### src/rtl/sram_ctrl_pkg.sv
// Shared command codes, FSM state encoding and default sizing for the SRAM sequencer.
package sram_ctrl_pkg;

  localparam int ADDR_W_DEF = 21;

  typedef enum logic [2:0] {
    CMD_NOP       = 3'd0,
    CMD_SHIFT     = 3'd1,
    CMD_READ      = 3'd2,
    CMD_WRITE     = 3'd3,
    CMD_READ_INC  = 3'd4,
    CMD_WRITE_INC = 3'd5,
    CMD_CLR_ADDR  = 3'd6,
    CMD_RSVD      = 3'd7
  } cmd_e;

  // ST_START is the acceptance cycle: pins stay idle, so registered strobes first move one edge later.
  typedef enum logic [2:0] {
    ST_IDLE,
    ST_START,
    ST_SETUP,
    ST_ACCESS,
    ST_HOLD
  } state_e;

endpackage

### src/rtl/sram_addr_reg.sv
// SRAM address register: serial MSB-first load, clear, and post-access increment (wraps).
// Single-cycle update; no backpressure (the sequencer only pulses controls while idle or leaving HOLD).
module sram_addr_reg #(
  parameter int ADDR_W = 21
) (
  input  logic              clk,
  input  logic              rst_n,
  input  logic              shift_en,
  input  logic              si,
  input  logic              clr,
  input  logic              inc,
  output logic [ADDR_W-1:0] addr
);

  logic [ADDR_W-1:0] base;

  // A command accepted on the HOLD->IDLE edge acts on the already-incremented address.
  always_comb begin
    base = inc ? addr + {{(ADDR_W-1){1'b0}}, 1'b1} : addr;
  end

  always_ff @(posedge clk or negedge rst_n) begin
    if (!rst_n) begin
      addr <= '0;
    end else if (clr) begin
      addr <= '0;
    end else if (shift_en) begin
      addr <= {base[ADDR_W-2:0], si};
    end else begin
      addr <= base;
    end
  end

endmodule

### src/rtl/sram_ctrl.sv
// AVR command sequencer for external SRAM: serial address load, single-byte read/write with wait states.
// Read data valid WAIT_CYCLES+2 cycles after the strobe edge; strobes arriving mid-access are dropped with cmd_err.
module sram_ctrl
  import sram_ctrl_pkg::*;
#(
  parameter int ADDR_W      = ADDR_W_DEF,
  parameter int WAIT_CYCLES = 2
) (
  input  logic              avr_clk,
  input  logic              avr_rst_n,
  input  logic [2:0]        cmd,
  input  logic              cmd_stb,
  input  logic              avr_si,
  input  logic [7:0]        wdata,
  output logic [7:0]        rdata,
  output logic              rdata_valid,
  output logic              busy,
  output logic              cmd_err,
  output logic [ADDR_W-1:0] sram_addr,
  output logic [7:0]        sram_dout,
  input  logic [7:0]        sram_din,
  output logic              sram_doe,
  output logic              sram_ce_n,
  output logic              sram_oe_n,
  output logic              sram_we_n
);

  localparam logic [3:0] CNT_INIT = 4'(WAIT_CYCLES - 1);

  state_e     state_q, state_d;
  logic [3:0] cnt_q, cnt_d;
  logic       wr_q, wr_d;
  logic       inc_q, inc_d;
  logic       do_shift, do_clr, addr_inc, dout_ld, rd_cap, err_d;
  cmd_e       cmd_c;

  always_comb begin
    state_d  = state_q;
    cnt_d    = cnt_q;
    wr_d     = wr_q;
    inc_d    = inc_q;
    do_shift = 1'b0;
    do_clr   = 1'b0;
    addr_inc = 1'b0;
    dout_ld  = 1'b0;
    rd_cap   = 1'b0;
    err_d    = 1'b0;
    cmd_c    = cmd_e'(cmd);

    case (state_q)
      ST_START: state_d = ST_SETUP;
      ST_SETUP: begin
        state_d = ST_ACCESS;
        cnt_d   = CNT_INIT;
      end
      ST_ACCESS: begin
        if (cnt_q == 4'd0) begin
          state_d = ST_HOLD;
          rd_cap  = !wr_q;
        end else begin
          cnt_d = cnt_q - 4'd1;
        end
      end
      ST_HOLD: begin
        state_d  = ST_IDLE;
        addr_inc = inc_q;
      end
      default: ;
    endcase

    // The edge leaving HOLD already counts as idle, so back-to-back accesses lose no cycle.
    if (cmd_stb) begin
      if (state_q == ST_IDLE || state_q == ST_HOLD) begin
        case (cmd_c)
          CMD_SHIFT:    do_shift = 1'b1;
          CMD_CLR_ADDR: do_clr   = 1'b1;
          CMD_RSVD:     err_d    = 1'b1;
          CMD_READ, CMD_WRITE, CMD_READ_INC, CMD_WRITE_INC: begin
            state_d = ST_START;
            wr_d    = (cmd_c == CMD_WRITE) || (cmd_c == CMD_WRITE_INC);
            inc_d   = (cmd_c == CMD_READ_INC) || (cmd_c == CMD_WRITE_INC);
            dout_ld = wr_d;
          end
          default: ;
        endcase
      end else begin
        err_d = 1'b1;
      end
    end
  end

  always_ff @(posedge avr_clk or negedge avr_rst_n) begin
    if (!avr_rst_n) begin
      state_q     <= ST_IDLE;
      cnt_q       <= 4'd0;
      wr_q        <= 1'b0;
      inc_q       <= 1'b0;
      rdata       <= 8'h00;
      rdata_valid <= 1'b0;
      busy        <= 1'b0;
      cmd_err     <= 1'b0;
      sram_dout   <= 8'h00;
      sram_doe    <= 1'b0;
      sram_ce_n   <= 1'b1;
      sram_oe_n   <= 1'b1;
      sram_we_n   <= 1'b1;
    end else begin
      state_q     <= state_d;
      cnt_q       <= cnt_d;
      wr_q        <= wr_d;
      inc_q       <= inc_d;
      rdata_valid <= rd_cap;
      cmd_err     <= err_d;
      if (rd_cap)  rdata     <= sram_din;
      if (dout_ld) sram_dout <= wdata;
      // Pin outputs are decoded from the next state so they flip on the same edge as the state.
      busy      <= (state_d == ST_SETUP) || (state_d == ST_ACCESS) || (state_d == ST_HOLD);
      sram_ce_n <= !((state_d == ST_SETUP) || (state_d == ST_ACCESS));
      sram_oe_n <= !(!wr_d && ((state_d == ST_SETUP) || (state_d == ST_ACCESS)));
      sram_we_n <= !(wr_d && (state_d == ST_ACCESS));
      sram_doe  <= wr_d && ((state_d == ST_SETUP) || (state_d == ST_ACCESS) || (state_d == ST_HOLD));
    end
  end

  sram_addr_reg #(
    .ADDR_W(ADDR_W)
  ) u_addr (
    .clk     (avr_clk),
    .rst_n   (avr_rst_n),
    .shift_en(do_shift),
    .si      (avr_si),
    .clr     (do_clr),
    .inc     (addr_inc),
    .addr    (sram_addr)
  );

endmodule
### config.mk
export PLATFORM = sky130hd
export DESIGN_NAME = sram_ctrl
export DESIGN_NICKNAME = d
export VERILOG_FILES = /design/src/rtl/sram_ctrl_pkg.sv /design/src/rtl/sram_addr_reg.sv /design/src/rtl/sram_ctrl.sv
export SDC_FILE = /design/constraint.sdc
export NUM_CORES = 1
export LEC_CHECK = 0
export BUFFER_PORTS_ARGS = -buffer_cell sky130_fd_sc_hd__clkbuf_2
export CAP_MARGIN = 15
export CORE_ASPECT_RATIO = 1.75
export CORE_MARGIN = 4
export CORE_UTILIZATION = 46
export DETAILED_ROUTE_END_ITERATION = 16
export PLACE_DENSITY = 0.78
export SYNTH_ARGS = -nofsm -noshare
export SYNTH_HDL_FRONTEND = slang
export SYNTH_HIERARCHICAL = 1
export SYNTH_SLANG_ARGS = --single-unit
### constraint.sdc
create_clock -name avr_clk -period 3.1 [get_ports avr_clk]
set_clock_uncertainty 0.2 [all_clocks]
set_input_delay 0.465 -clock avr_clk [delete_from_list [all_inputs] [get_ports avr_clk]]
set_output_delay 0.465 -clock avr_clk [all_outputs]
set_load 0.01 [all_outputs]
-- Word-level counts from Yosys, hierarchy flattened
Index checks and enable logic that the tools add are counted.
- register bits after elaboration: 53
- input port bits: 23
- output and inout port bits: 44
- word-level logic and storage cells: 80
- $add $sub $neg: 2
- equality and inequality tests: 15
- multiplexer cells: 28
- reduce and logical (&&, ||, !) cells: 20
- operator list (kind ; number):
    21-bit 2-to-1 mux ; 3
    21-bit by 1-bit adder with 21-bit output, second input constant ; 1
    3-bit by 2-bit == test with 1-bit output, second input constant ; 6
    3-bit == test, second input constant ; 6
    1-bit 2-to-1 mux ; 18
    3-bit 2-to-1 mux ; 4
    3-bit one-hot mux with 4 select lines ; 1
    4-bit one-hot mux with 2 select lines ; 1
    3-bit by 1-bit == test with 1-bit output, second input constant ; 2
    1-bit logical NOT ; 5
    1-bit logical OR ; 5
    4-bit logical NOT ; 1
    4-bit 2-to-1 mux ; 1
    4-bit OR reduction ; 1
    4-bit by 1-bit subtractor with 4-bit output, second input constant ; 1
    1-bit logical AND ; 3
    3-bit logical NOT ; 1
    3-bit AND reduction ; 1
    3-bit nonzero test ; 1
    2-bit inequality test, second input constant ; 1
    2-bit AND reduction ; 1
    2-bit nonzero test ; 1

-- Logic depth before layout (Yosys ltp)
Gate-level depths: netlist of the first run.
- depth in word-level cells: 10
- mapped depth: 9
- mapped depth without buffers: 7

-- Modules after synthesis
Netlist of the first run, hierarchy kept.
- modules (own cells, without submodules) (module ; instances ; cells each ; area each (um^2) ; seq. area each (um^2)):
    sram_ctrl ; 1 ; 108 ; 1408.9 ; 804.5
    sram_addr_reg ; 1 ; 138 ; 1315.0 ; 525.5

-- Least setup slack after synthesis of the first run
OpenSTA, ideal clock, no wires.
- kind: register to register
- start: reg state_q[1]
- end: reg u_addr.addr[2]
- setup time: 0.125 ns
- arrival: 2.374 ns
- data required time: 2.775 ns
- setup slack: 0.401 ns
- cell stages (with the launch flop): 8
- buffers on the path: 1
- clock period less this slack: 2.699 ns
- cell sequence: dfrtp_1 clkbuf_1 or3b_1 nor4b_1 clkinv_1 nand3_1 o21ai_0 a2111oi_0
- word-level cells in the longest chain between the ends: 6
- elaborated cells on any way between the ends: 11
- those cells by class: 1 x eq/ne; 8 x mux; 2 x reduce/logical
- ends and longest elaborated chain (element ; RTL line ; RTL):
    from (decl) ; sram_ctrl.sv:30 ; state_e state_q, state_d;
    from (signal assigned) ; sram_ctrl.sv:108 ; state_q <= state_d;
    3-bit == test / 3-bit logical NOT (equally long branches) ; sram_ctrl.sv:73 ; if (state_q == ST_IDLE || state_q == ST_HOLD) begin
    1-bit logical OR * ; sram_ctrl.sv:73 ;
    1-bit 2-to-1 mux * ; sram_ctrl.sv:73 ;
    1-bit 2-to-1 mux * ; sram_ctrl.sv:72 ; if (cmd_stb) begin
    named net do_shift ; sram_ctrl.sv:34 ; logic do_shift, do_clr, addr_inc, dout_ld, rd_cap, err_d;
    21-bit 2-to-1 mux * ; sram_addr_reg.sv:27 ; end else if (shift_en) begin
    21-bit 2-to-1 mux * ; sram_addr_reg.sv:25 ; end else if (clr) begin
    to (signal assigned) ; sram_addr_reg.sv:28 ; addr <= {base[ADDR_W-2:0], si};
    to (signal assigned) ; sram_addr_reg.sv:30 ; addr <= base;
    to (decl) ; sram_addr_reg.sv:12 ; output logic [ADDR_W-1:0] addr
The timed path passes the listed nets; every way through them passes the cells marked *. The select of a mux whose other input is x is not followed.
A chain may end at the register's enable or synchronous reset.

-- Worst setup path in the final report of the first run
- start: reg state_q[0]
- end: reg u_addr.addr[19]
- elaborated cells on any way between the ends: 11
- those cells by class: 1 x eq/ne; 8 x mux; 2 x reduce/logical
- RTL lines (element ; RTL line ; RTL):
    3-bit == test ; sram_ctrl.sv:50 ; case (state_q)
    1-bit 2-to-1 mux ; sram_ctrl.sv:50 ;
    named net addr_inc ; sram_ctrl.sv:34 ;
    21-bit 2-to-1 mux ; sram_addr_reg.sv:19 ; base = inc ? addr + {{(ADDR_W-1){1'b0}}, 1'b1} : addr;
    21-bit 2-to-1 mux ; sram_addr_reg.sv:27 ;
    21-bit 2-to-1 mux ; sram_addr_reg.sv:25 ;
The timed path passes the listed nets, and every way through them passes these cells. The select of a mux whose other input is x is not followed.

==> impl_metrics.py, run 1 <==
metrics = {
    "logic_synthesis": {
        "ys_warn_count": 6,
        "netlist_instances": 246,
        "ys_async_sr_fraction_pct": 100.0,
        "ys_ff_latch": 53,
        "synth_area_sq_mm": 0.002724,
        "syn_nets": 271,
        "syn_area_per_cell_sq_um": 11.07,
        "synth_edf_count": 0,
        "ys.flop_type": "dfrtp_1",
        "ys_seq_area_share_pct": 48.83,
        "yosysUniqueCellTypes": 63,
    },
    "power_and_ir_drop": {
        "internal-power_mw": 1.687,
        "combPwrFrac_pct": 38.1,
        "power.clock.fraction_pct": 15.3,
        "powerDensity_mw_per_mm2": 853.0,
        "leakagePower_nw": 1.492,
        "peakVddDrop_uv": 350.1,
        "switching_share_pct": 39.28,
        "p_sw_mw": 1.091,
        "p_seq_share_pct": 46.6,
    },
    "min_path": {
        "holdPathStages": 2,
        "hold_path.class": "in2reg",
        "min-delay-start": "wdata[7]",
        "min_to": "sram_dout[7]",
    },
    "clock_network": {
        "clock_sinks": 53,
        "cts_tree": "yes",
        "cts_setup_buffers": 0,
        "cts.repair.resized": 0,
        "numCtsBuffers": 5,
        "clk_pin_slew_ns": 0.10,
        "clock_latency_ns": 0.31,
        "h-tree-depth": 2,
        "clockBufferDepth": 2,
        "root_buffer": "clkbuf_8",
    },
    "floorplanning": {
        "die_x_um": 66.17,
        "floorplan.rows": 36,
        "ios": 67,
        "die_h_um": 109.8,
        "die_area_sq_mm": 0.007265,
        "core_sq_mm": 0.005675,
        "initial_core_util_pct": 47.99,
    },
    "run_status": {
        "status": "complete, no violations",
    },
    "routing": {
        "vias": 2135,
        "dr.pass1.iters": 4,
        "ant_nets": 0,
        "drc": 0,
        "wl_um": 6080,
        "routed_via_density": 5.460,
        "avgRoutedWirePerCell_um": 15.55,
        "drt-initial-drc-count": 60,
    },
    "setup_path": {
        "cpPeakStageDelay_ns": 0.50,
        "critPathKind": "reg2reg",
        "path_cells": "nor2_1 -> and3_1 -> nand3_1 -> nor4_4 -> nand4_1 -> xor2_1 -> a221oi_2",
        "path_max_fanout": 10,
        "reg2reg_slack_ns": 0.39,
        "worstReg2RegStart": "state_q[0]",
        "end_kind": "flip-flop",
        "crit_path_top_delay_cell": "dfrtp_1",
        "arrival_ns": 2.74,
        "start_kind": "flip-flop",
        "worstPathRequired_ns": 3.13,
        "critPathBufInv": 0,
        "ff2ff_path_depth": 7,
        "r2r-end": "u_addr/addr[19]",
        "crit_family": "simple AND/OR/NAND/NOR gates",
    },
    "place": {
        "hpwl_um": 4776,
        "io_buffers": 66,
        "place.gp.congestion": 0.9158,
        "place_area_sq_mm": 0.003147,
    },
    "final_layout": {
        "area_growth_pct": 19.57,
        "drive_above_1_share_pct": 33.97,
        "final_nets": 339,
        "stdcell_area_sq_mm": 0.003257,
        "num_antenna_cells": 0,
    },
    "grt": {
        "grt_pass1_vias": 2166,
        "overflow": 0,
        "grt_max_degree": 23,
        "grt_pass1_wl_um": 10160,
        "antenna_found_initial": 0,
        "busiest_layer": "met2",
        "track_usage_pct": 18.19,
        "use_met3_pct": 2.556,
        "use_met1_pct": 19.65,
        "grt.met2_usage_pct": 34.47,
    },
    "sta": {
        "fin_crit_sh_pct": 87.52,
        "setup_viol": 0,
        "tightest_slew_ns": 0.7947,
        "slew_headroom_pct": 46.90,
        "period_needed_ns": 2.713,
        "rsz0062_at_grt": "no",
        "drv_slew": 0,
        "finalHoldViolations": 0,
        "fmax_ghz": 0.3686,
        "tns_ns": 0,
    },
    "flow_run": {
        "maxCapViolations": 0,
    },
}
-- kinds of logic (layout without fill, tap and decap cells) --
kind of cell / after synthesis / after routing / share of synthesized area, %
AOI/OAI and AO/OA: 43 / 43 / 11.21
xor gates and xnor gates: 20 / 20 / 6.431
adders and majority gates: 2 / 2 / 0.9185
buffers and inverters: 19 / 88 / 3.124
DFF: 53 / 53 / 48.83
muxes: 20 / 20 / 9.233
and+or+nand+nor: 89 / 89 / 20.26
-- how the worst max path moves through the flow --
| stage | endpoint | depth (start not counted) | slack, ns | start |
|---|---|---|---|---|
| finish | u_addr/addr[19] | 7 | 0.39 | state_q[0] |
| global route | u_addr/addr[19] | 7 | 0.17 | state_q[1] |
| CTS | u_addr/addr[19] | 7 | 0.40 | state_q[0] |
| detailed placement | u_addr/addr[19] | 7 | 0.41 | state_q[0] |
| global placement | u_addr/addr[19] | 7 | 0.53 | state_q[0] |
| floorplan | u_addr/addr[2] | 7 | 0.40 | state_q[1] |
-- worst reg2reg max path, stage by stage (launching register included) --
cell and delay, ns:
dfrtp_1 0.50, nor2_1 0.30, and3_1 0.42, nand3_1 0.32, nor4_4 0.31, nand4_1 0.15
xor2_1 0.18, a221oi_2 0.26
-- cells in the final DEF, fill, tap and decap left out, types with 2 or more instances in the layout --
cell	count
a211o_1	2
a211oi_1	9
a21oi_1	7
a22oi_1	2
and2_1	4
and3_1	3
and3b_1	3
buf_4	6
clkbuf_2	66
clkbuf_8	6
dfrtp_1	50
dfstp_2	3
ha_1	2
inv_1	5
mux2_1	8
mux2_4	8
mux2i_1	3
nand2_1	27
nand2b_1	2
nand3_1	8
nand3b_1	3
nand4_1	2
nor2_1	9
nor2b_1	4
nor3_1	4
nor3b_1	2
nor4_4	2
o21ai_0	5
o22ai_1	5
or3b_1	2
xnor2_1	9
xor2_1	11
-- state kept, by name, summed over array words and instances, names as in the netlist, 3 cells and up --
register and flops:
u_addr/addr 21, rdata 8, sram_dout 8, cnt_q 4
state_q 3
-- layer usage --
metal  share of wire [%]  up-vias
met2                  58       35
met5                   0        -
li1                    -     1016
met3                 3.0       10
met4                 2.3        0
met1                  36     1074
-- power by group through the flow --
| stage | registers (mW) | logic [mW] | clock network [mW] |
|---|---|---|---|
| 5_1_grt | 1.34 | 1.16 | 0.463 |
| 6_report | 1.30 | 1.06 | 0.425 |
| 4_1_cts | 1.30 | 1.07 | 0.436 |
| 3_5_place_dp | 1.31 | 1.07 | 0 |
| 3_3_place_gp | 1.29 | 1.05 | 0 |
| 2_1_floorplan | 1.33 | 0.621 | 0 |
-- cells in the mapped netlist, types with 4 or more instances --
| cell type | count | area, sq um |
|---|---|---|
| a211oi_1 | 9 | 67.56 |
| a21oi_1 | 7 | 35.03 |
| and2_1 | 4 | 25.02 |
| clkbuf_1 | 7 | 26.28 |
| dfrtp_1 | 50 | 1251 |
| inv_1 | 5 | 18.77 |
| mux2_1 | 8 | 90.09 |
| mux2_4 | 8 | 120.1 |
| nand2_1 | 27 | 101.4 |
| nand3_1 | 8 | 40.04 |
| nor2_1 | 9 | 33.78 |
| nor2b_1 | 4 | 25.02 |
| nor3_1 | 5 | 25.02 |
| o21ai_0 | 5 | 25.02 |
| o22ai_1 | 5 | 31.28 |
| xnor2_1 | 9 | 78.83 |
| xor2_1 | 11 | 96.34 |
-- timing repair --
item,4_1_cts,5_1_grt
hold buffers,1,0
endpoints found under the hold margin,16,0
setup endpoints to repair,0,0
-- metrics by stage --
stage / util (%) / setup WS (ns) / cells / hold slack [ns] / total power, mW
2_1_floorplan: - / 0.4006 / 246 / -0.03059 / 1.948
3_3_place_gp: 55.45 / 0.5251 / 382 / 0.2335 / 2.338
3_5_place_dp: 55.45 / 0.4134 / 382 / 0.2363 / 2.378
4_1_cts: 57.39 / 0.3993 / 391 / 0.1558 / 2.806
5_1_grt: 57.39 / 0.1724 / 391 / 0.1648 / 2.963
6_report: 57.39 / 0.3869 / 391 / 0.1659 / 2.778
-- final cells by class --
type,count,area (sq um)
Inverter,7,26.28
Fill cell,519,2419
Tap cell,76,95.09
Multi-Input combinational cell,174,1320
Clock inverter,2,17.52
Clock buffer,6,82.58
Sequential cell,53,1330
Timing Repair Buffer,73,385.4
(Power assumes the default switching activity.)
==> run 2, diff against run 1 <==
==> constraint.sdc (replaced) <==
create_clock -name avr_clk -period 3.1 [get_ports avr_clk]
set_clock_uncertainty 0.2 [all_clocks]
set_input_delay 0.155 -clock avr_clk [delete_from_list [all_inputs] [get_ports avr_clk]]
set_output_delay 0.155 -clock avr_clk [all_outputs]
set_load 0.01 [all_outputs]
==> run 2 against run 1 <==
  * Combinational power is 4% higher
  * Sequential power barely moved
  * Sequential share of layout area down 2.7 points
  * Cell count increased by 5.4%
  * Power up 3.8%
  * Worst hold slack got worse by 0.084 ns
  * Core utilization increased by 4.0 points
  * Register-to-register slack worse by 0.06 ns
  * Die area unchanged
  * Maximum frequency decreased by 2.3%
  * First-iteration DRC count up 33%
  * Setup slack got worse by 0.063 ns
  * Critical path type unchanged
==> impl_metrics.py, run 2 (synthesis gave the netlist of run 1 again) <==
metrics = {
    "grt": {
        "overflow": 0,
        "antenna_found_initial": 0,
        "grt_max_degree": 39,
        "track_usage_pct": 19.33,
        "grt_pass1_vias": 2268,
        "grt_pass1_wl_um": 10670,
    },
    "sta": {
        "fmax_ghz": 0.3602,
        "rsz0062_at_grt": "no",
        "worst_slack_ns": 0.3240,
        "period_needed_ns": 2.776,
        "finalHoldViolations": 0,
        "drv_slew": 0,
        "slew_headroom_pct": 37.70,
        "tightest_slew_ns": 0.9345,
        "fin_crit_sh_pct": 89.55,
        "tns_ns": 0,
        "setup_viol": 0,
    },
    "routing": {
        "drt-initial-drc-count": 80,
        "drc": 0,
        "top_layer_used": "met4",
        "dr.pass1.iters": 4,
        "wl_um": 6438,
        "routed_via_density": 5.403,
        "avgRoutedWirePerCell_um": 15.63,
        "wl_met2_um": 3609,
        "wl_met1_um": 2291,
        "ant_nets": 0,
        "wl_met3_um": 241,
        "vias": 2226,
    },
    "setup_path": {
        "end_kind": "flip-flop",
        "crit_cells": 7,
        "worstPathRequired_ns": 3.12,
        "path_cells": "nor2_1 -> and3_1 -> nand3_1 -> nor4_4 -> nand3_1 -> xor2_1 -> a221oi_1",
        "crit_path_top_delay_cell": "dfrtp_1",
        "crit_family": "simple AND/OR/NAND/NOR gates",
        "critPathKind": "reg2reg",
        "critPathBufInv": 0,
        "start_kind": "flip-flop",
        "ff2ff_path_depth": 7,
        "path_max_fanout": 10,
        "arrival_ns": 2.79,
        "crit_path_frequent_cell": "nand3_1",
        "cpPeakStageDelay_ns": 0.50,
    },
    "floorplanning": {
        "floorplan.rows": 36,
        "core_sq_mm": 0.005675,
        "die_h_um": 109.8,
        "die_x_um": 66.17,
        "ios": 67,
        "initial_core_util_pct": 47.99,
        "die_area_sq_mm": 0.007265,
    },
    "power_and_ir_drop": {
        "peakVddDrop_uv": 411.2,
        "powerDensity_mw_per_mm2": 827.8,
        "leakagePower_nw": 1.590,
    },
    "final_layout": {
        "final_nets": 360,
        "largest_register_ffs": 21,
        "final_cell_mix": "clkbuf_2, dfrtp_1, nand2_1, dlygate4sd3_1, xor2_1",
        "num_antenna_cells": 0,
        "area_growth_pct": 27.88,
        "top_register": "u_addr/addr",
        "top_regs": "u_addr/addr x21, rdata x8, sram_dout x8",
        "layout_commonest_cell": "clkbuf_2",
        "drive_above_1_share_pct": 31.85,
    },
    "place": {
        "pre_cts_slack_ns": 0.3860,
        "io_buffers": 66,
        "place.gp.congestion": 0.8735,
        "hpwl_um": 4701,
    },
    "clock_network": {
        "h-tree-depth": 2,
        "cts.repair.resized": 0,
        "clockBufferDepth": 2,
        "root_buffer": "clkbuf_8",
        "clk_pin_slew_ns": 0.10,
        "cts_tree": "yes",
        "clock_sinks": 53,
        "numCtsBuffers": 5,
        "clock_latency_ns": 0.32,
    },
    "min_path": {
        "hold_path.class": "in2reg",
        "holdPathStages": 3,
    },
    "run_status": {
        "status": "complete, no violations",
    },
    "flow_run": {
        "maxCapViolations": 0,
    },
}
## run 2: worst register-to-register path: cells and delay by family (launching register included)
kind / cells / cell delay [ns]
simple gates: 5 / 1.51
flops: 1 / 0.50
compound gates: 1 / 0.30
xor+xnor: 1 / 0.16
## run 2: area by class of cell
cell class	instances	area, sq um
inverter	7	26.28
sequential	53	1330
clock buffer	5	68.82
fill	481	2192
timing repair buffer	94	595.6
tap	76	95.09
clock inverter	3	47.55
multi-input combinational	174	1320
## run 2: worst paths after layout
kind / start / to / slack (ns)
max: state_q[0] / u_addr/addr[20] / 0.32
min: cmd[0] / u_addr/addr[8] / 0.08
max reg2reg: state_q[0] / u_addr/addr[20] / 0.32
min reg2reg: sram_dout[7] / sram_dout[7] / 0.30
max in group asynchronous: avr_rst_n / cnt_q[0] / 1.71
min in group asynchronous: avr_rst_n / sram_dout[3] / 0.30
## run 2: per-layer routing
layer / vias to the layer above / global-route usage (%)
met3: 24 / 4.294
li1: 1058 / -
met5: - / 0
met2: 59 / 34.61
met1: 1085 / 20.17
met4: 0 / 11.19
## run 2: where the power goes
part	total, mW	internal [mW]	switching [mW]
clock network	0.493	0.247	0.246
registers	1.29	0.976	0.319
logic	1.10	0.545	0.552
## run 2: repair_timing
item	4_1_cts	5_1_grt
buffers inserted	0	0
hold buffers	22	0
hold endpoints to repair	52	0
## run 2: metrics by stage
stage	utilization [%]	cell area [sq um]	power (mW)	hold WS, ns	cells
2_1_floorplan	-	2724	1.948	-0.3406	246
3_3_place_gp	55.45	3147	2.336	0.1267	382
3_5_place_dp	55.45	3147	2.378	0.1459	382
4_1_cts	61.38	3483	2.900	0.07567	412
5_1_grt	61.38	3483	3.074	0.1154	412
6_report	61.38	3483	2.884	0.08166	412
